File: src/rtl/pong_pkg.sv
// rtl/pong_pkg.sv - shared Pong VGA timing, geometry and FSM state definitions
package pong_pkg;

    typedef logic [10:0] coord_t;

    localparam coord_t H_ACTIVE  = 11'd640;
    localparam coord_t V_ACTIVE  = 11'd480;
    localparam coord_t H_TOTAL   = 11'd800;
    localparam coord_t V_TOTAL   = 11'd525;

    localparam coord_t BALL_SIZE = 11'd16;
    localparam coord_t BALL_HALF = BALL_SIZE >> 1;
    localparam coord_t BORDER    = 11'd8;
    localparam coord_t PADDLE_X  = 11'd32;
    localparam coord_t PADDLE_W  = 11'd8;
    localparam coord_t PADDLE_H  = 11'd64;

    // Bit positions of the per-side flags inside the packed flag vector.
    localparam int SIDE_X1 = 3;
    localparam int SIDE_X2 = 2;
    localparam int SIDE_Y1 = 1;
    localparam int SIDE_Y2 = 0;

    typedef enum logic [1:0] {
        IDLE,
        SCAN,
        UPDATE
    } state_t;

endpackage

File: src/rtl/obstacle_map.sv
// rtl/obstacle_map.sv - combinational playfield border / paddle occupancy lookup
module obstacle_map
    import pong_pkg::*;
(
    input  logic [10:0] x,
    input  logic [10:0] y,
    input  logic [8:0]  paddle_y,
    output logic        obstacle
);

    coord_t paddle_top;
    logic   on_border;
    logic   on_paddle;

    assign paddle_top = {2'b00, paddle_y};

    assign on_border = (x < BORDER) || (x >= H_ACTIVE - BORDER) ||
                       (y < BORDER) || (y >= V_ACTIVE - BORDER);

    assign on_paddle = (x >= PADDLE_X) && (x < PADDLE_X + PADDLE_W) &&
                       (y >= paddle_top) && (y < paddle_top + PADDLE_H);

    assign obstacle = on_border || on_paddle;

endmodule

File: src/rtl/collision_detector.sv
// rtl/collision_detector.sv - per-frame sticky collision flags around the ball
// with a FRAME_DIV-divided one-cycle update strobe for the ball stage.
module collision_detector
    import pong_pkg::*;
#(
    parameter int FRAME_DIV = 1
) (
    input  logic       clk,
    input  logic       rst,
    input  logic [9:0] CounterX,
    input  logic [9:0] CounterY,
    input  logic [9:0] ballX,
    input  logic [8:0] ballY,
    input  logic [8:0] paddleY,
    input  logic       pause,
    output logic       CollisionX1,
    output logic       CollisionX2,
    output logic       CollisionY1,
    output logic       CollisionY2,
    output logic       ResetCollision
);

    localparam int CW = (FRAME_DIV > 1) ? $clog2(FRAME_DIV) : 1;
    localparam logic [CW-1:0] CNT_LAST = CW'(FRAME_DIV - 1);
    localparam logic [CW-1:0] CNT_ONE  = CW'(1);

    coord_t scan_x;
    coord_t scan_y;
    coord_t ball_l;
    coord_t ball_t;
    coord_t probe_x [4];
    coord_t probe_y [4];
    logic   on_obstacle;
    logic   origin;
    logic   frame_end;
    logic [3:0] hit;

    state_t        state_q,     state_d;
    logic [CW-1:0] frame_cnt_q, frame_cnt_d;
    logic          rc_q,        rc_d;
    logic [3:0]    flags_q,     flags_d;

    assign scan_x    = {1'b0, CounterX};
    assign scan_y    = {1'b0, CounterY};
    assign ball_l    = {1'b0, ballX};
    assign ball_t    = {2'b00, ballY};
    assign origin    = (CounterX == 10'd0) && (CounterY == 10'd0);
    assign frame_end = (scan_x == H_TOTAL - 11'd1) && (scan_y == V_TOTAL - 11'd1);

    // A probe only matches when the scan sits on it, so one lookup at the
    // scan position serves all four probes.
    obstacle_map u_obstacle_map (
        .x        (scan_x),
        .y        (scan_y),
        .paddle_y (paddleY),
        .obstacle (on_obstacle)
    );

    always_comb begin
        probe_x[SIDE_X1] = ball_l - 11'd1;
        probe_y[SIDE_X1] = ball_t + BALL_HALF;
        probe_x[SIDE_X2] = ball_l + BALL_SIZE;
        probe_y[SIDE_X2] = ball_t + BALL_HALF;
        probe_x[SIDE_Y1] = ball_l + BALL_HALF;
        probe_y[SIDE_Y1] = ball_t - 11'd1;
        probe_x[SIDE_Y2] = ball_l + BALL_HALF;
        probe_y[SIDE_Y2] = ball_t + BALL_SIZE;
    end

    // Probes off the visible area (incl. wrapped negatives) are never scanned,
    // so they are reported as a hit once per frame at the frame-end pixel.
    always_comb begin
        hit = 4'b0000;
        for (int i = 0; i < 4; i++) begin
            if ((probe_x[i] < H_ACTIVE) && (probe_y[i] < V_ACTIVE)) begin
                hit[i] = (scan_x == probe_x[i]) && (scan_y == probe_y[i]) && on_obstacle;
            end else begin
                hit[i] = frame_end;
            end
        end
    end

    always_comb begin
        state_d     = state_q;
        frame_cnt_d = frame_cnt_q;
        rc_d        = 1'b0;
        flags_d     = flags_q;
        case (state_q)
            IDLE: begin
                if (origin) begin
                    state_d = SCAN;
                    flags_d = flags_q | hit;
                end
            end
            SCAN: begin
                flags_d = flags_q | hit;
                if (frame_end && !pause) begin
                    if (frame_cnt_q == CNT_LAST) begin
                        frame_cnt_d = '0;
                        state_d     = UPDATE;
                        rc_d        = 1'b1;
                    end else begin
                        frame_cnt_d = frame_cnt_q + CNT_ONE;
                    end
                end
            end
            UPDATE: begin
                flags_d = hit;
                state_d = SCAN;
            end
            default: state_d = IDLE;
        endcase
    end

    always_ff @(posedge clk or negedge rst) begin
        if (!rst) begin
            state_q     <= IDLE;
            frame_cnt_q <= '0;
            rc_q        <= 1'b0;
            flags_q     <= 4'b0000;
        end else begin
            state_q     <= state_d;
            frame_cnt_q <= frame_cnt_d;
            rc_q        <= rc_d;
            flags_q     <= flags_d;
        end
    end

    assign CollisionX1    = flags_q[SIDE_X1];
    assign CollisionX2    = flags_q[SIDE_X2];
    assign CollisionY1    = flags_q[SIDE_Y1];
    assign CollisionY2    = flags_q[SIDE_Y2];
    assign ResetCollision = rc_q;

endmodule

File: config.mk
export PLATFORM = sky130hd
export DESIGN_NAME = collision_detector
export DESIGN_NICKNAME = d
export VERILOG_FILES = /design/src/rtl/pong_pkg.sv /design/src/rtl/obstacle_map.sv /design/src/rtl/collision_detector.sv
export SDC_FILE = /design/constraint.sdc
export NUM_CORES = 1
export LEC_CHECK = 0
export BUFFER_PORTS_ARGS = -buffer_cell sky130_fd_sc_hd__buf_2
export CAP_MARGIN = 0
export CORE_MARGIN = 1.5
export CORE_UTILIZATION = 50
export DETAILED_ROUTE_END_ITERATION = 10
export PLACE_DENSITY = 0.86
export SLEW_MARGIN = 25
export SYNTH_ARGS = -nofsm -noshare
export SYNTH_HDL_FRONTEND = slang
export SYNTH_SLANG_ARGS = --single-unit
File: constraint.sdc
create_clock -name clk -period 1.75 [get_ports clk]
set_clock_uncertainty 0.15 [all_clocks]
set_input_delay 0.35 -clock clk [delete_from_list [all_inputs] [get_ports clk]]
set_output_delay 0.35 -clock clk [all_outputs]
set_load 0.01 [all_outputs]
==> results.json <==
{
  "clock.fmax_ghz": 0.4093,
  "fillers": 327,
  "grtUsageMet3_pct": 5.688,
  "p_sw_share_pct": 41.41,
  "gp_congestion": 0.9789,
  "power.share.combinational_pct": 68.1,
  "synth-edff-count": 0,
  "hold_path.class": "input pin to flop",
  "yosys.area.top_type_share_pct": 11.94,
  "ant_nets": 0,
  "core_um2": 5075,
  "clock-root-buffer": "clkbuf_8",
  "internal-power_uw": 743.6,
  "setup_viol": 6,
  "slowest_stage": "ha_1",
  "dp_hpwl_mm": 7.069,
  "area_growth_pct": 51.46,
  "grtUsageTotal_pct": 31.01,
  "p_leak_nw": 1.851,
  "final_max_slew_viol_count": 0,
  "cpPeakStageDelay_ps": 310,
  "die_w_um": 75.37,
  "rsz0062_at_grt": "true",
  "synth-seq-cells": 7,
  "cp_max_fo": 3,
  "drtIter0Drc": 367,
  "worst_hold_slack_ps": 216.7,
  "yosys-top-cells-area": "ha_1, xnor2_1, dfrtp_1, xor2_1, nor3_1",
  "grt_first_pass_wirelength_mm": 13.99,
  "avgViaCountPerCell": 6.108,
  "min_period_ps": 2443,
  "num_rows": 26,
  "io_buffer_count": 55,
  "critPathKind": "input pin to flop",
  "vias": 3451,
  "syn-num-nets": 429,
  "crit_start": "paddleY[7]",
  "rr_startpoint": "state_q[0]",
  "fin_util_pct": 78.16,
  "use_met2_pct": 57.31,
  "ios": 56,
  "ys_seq_area_share_pct": 6.689,
  "dr.pass1.iters": 5,
  "antenna_found_initial": 0,
  "dieArea_um2": 5681,
  "vdd_drop_max_mv": 0.3156,
  "p_seq_share_pct": 12.8,
  "powerDensity_nw_per_um2": 320.0,
  "p_clk_share_pct": 19.1,
  "wirelength_mm": 9.386,
  "yosys_warnings": 0,
  "drt_drc_violations_left": 0,
  "tightest_slew_ps": 415.1,
  "setup_slack_ps": -693.4,
  "grt_max_degree": 13,
  "path_buf_inv": 4,
  "fin_nets": 572,
  "slew_headroom_pct": 72.09,
  "power_switching_uw": 525.5,
  "cts_buffer_depth": 2,
  "cp-start-kind": "input pin",
  "clk_latency_ps": 230,
  "ys_types": 71,
  "fin_crit_sh_pct": 139.6,
  "cp.required_ps": 1760,
  "first_global_vias": 3240,
  "numClockSinks": 7,
  "hold_viol_final": 0,
  "arrival_ps": 2450,
  "ys_async_sr_fraction_pct": 100.0,
  "routedWlPerCell_um": 16.61,
  "die_h_um": 75.37,
  "violations": "negative setup slack",
  "syn-instance-count": 353,
  "grt.overflow.total": 0,
  "cts.reportedPaths.clkPinSlew_ps": 40,
  "min_from": "pause",
  "cts_tree": "done",
  "start_util_pct": 51.60,
  "synth_area_um2": 2619,
  "max_cap_violations": 0,
  "synth.largest_area_cell": "ha_1",
  "gr-usage-met1_pct": 34.72,
  "end_kind": "flop",
  "final_layout_size_suffix_gt1_share_pct": 41.62,
  "syn_area_per_cell_um2": 7.419,
  "status": "finished with violations",
  "crit_chain": "buf_12 -> ha_4 -> xnor2_1 -> ha_1 -> a21oi_2 -> nor2b_1 -> nor4b_2 -> a31oi_4 -> nor2_4 -> buf_4 -> buf_6 -> buf_4 -> a31oi_1 -> a21oi_1",
  "cts_buffers": 3,
  "htree_levels": 1,
  "fin_area_um2": 3966,
  "postPlaceCellArea_um2": 3696,
  "path_common_cell": "buf_4",
  "antenna_cells": 0,
  "synth_ff_type": "dfrtp_1",
  "crit_family": "compound AO/OA/AOI/OAI gates",
  "grt-busiest-layer": "met2"
}
-- cells by family after synthesis --
group,count (synthesis),synth area share (%)
adder cells (fa/ha/maj),25,11.94
flip-flops,7,6.689
AO/OA/AOI/OAI,84,23.03
AND/OR/NAND/NOR,137,31.06
XOR/XNOR,46,15.67
multiplexers,6,2.341
buffers and inverters,48,9.269
-- power by group through the flow --
stage | Combinational (mW) | Clock (mW) | Sequential, mW
finish | 0.865 | 0.242 | 0.163
global route | 0.924 | 0.256 | 0.162
CTS | 0.811 | 0.241 | 0.163
detailed placement | 0.778 | 0 | 0.165
global placement | 0.743 | 0 | 0.165
floorplan | 0.419 | 0 | 0.165
-- path summary, 6_finish.rpt --
path | to | slack [ps] | cells after the start
setup / recovery | flags_q[2] | -690 | 14
hold / removal | state_q[1] | 220 | 2
setup reg to reg | flags_q[0] | -190 | 7
hold reg to reg | flags_q[2] | 440 | 2
max in group asynchronous | state_q[0] | 970 | 2
min in group asynchronous | flags_q[2] | 330 | 2
-- through the flow --
| stage | instances | power (mW) | setup slack [ps] | TNS [ps] |
|---|---|---|---|---|
| final | 565 | 1.269 | -693.4 | -2623 |
| after global routing | 565 | 1.343 | -742.0 | -2961 |
| after CTS | 563 | 1.215 | -513.4 | -1958 |
| after detailed placement | 556 | 0.9426 | -880.1 | -4288 |
| after global placement | 556 | 0.9083 | -783.2 | -3770 |
| after floorplan | 353 | 0.5836 | -468.4 | -1687 |
-- synth_stat cells (all sizes together) (2+ instances only) --
library cell,number
nand3,14
nand3b,5
nand2b,7
a211o,2
o2111ai,5
and3,6
o21a,2
nor2,28
ha,25
inv,26
mux2i,5
a21o,3
and4,2
o31ai,4
a2111oi,2
nor4b,3
o22ai,3
buf,16
nor3b,3
o41ai,2
clkbuf,6
o32ai,2
nand4,3
dfrtp,7
nor2b,5
a22oi,4
a211oi,7
nand2,20
xor2,18
nor3,23
xnor2,28
a31oi,10
o21bai,2
nor4,8
a21oi,19
o21ai,9
-- state kept, by name, indices dropped and copies added, names as in the netlist --
register	flops
flags_q	4
state_q	2
ResetCollision	1
-- placed cells by master (no fill, tap or decap), types with 5 or more instances in the layout --
master,netlist,routed
a211oi_1,7,7
a21oi_1,18,17
a31oi_1,10,9
and3_1,6,6
buf_2,8,50
buf_4,2,100
buf_6,6,6
dfrtp_1,7,7
ha_1,25,20
ha_4,0,5
inv_1,26,23
mux2i_1,5,5
nand2_1,19,19
nand2b_1,6,6
nand3_1,14,13
nor2_1,28,26
nor2b_1,5,5
nor3_1,22,19
nor4_1,6,5
o21ai_0,7,6
xnor2_1,27,27
xor2_1,18,18
-- layer usage --
metal / vias to the layer above / routed length (µm)
li1: 1573 / -
met1: 1560 / 3540
met2: 249 / 4599
met3: 69 / 796
met4: 0 / 449
met5: - / 0
-- what timing repair did --
item	CTS	global route
setup buffers	2	2
hold buffers	1	0
pin swaps	5	4
cloned	0	0
hold endpoints to repair	7	0
gates resized for setup	26	11
endpoints found under the setup margin	7	7
-- cell type report --
type	instances	area (µm²)	area share (%)
tap	70	87.58	2.208
clock buffer	4	45.04	1.136
multi-input combinational	298	2415	60.88
inverter	26	110.1	2.776
timing repair buffer	160	1134	28.58
sequential	7	175.2	4.416
No activity file was read; power rests on OpenSTA's default activity.
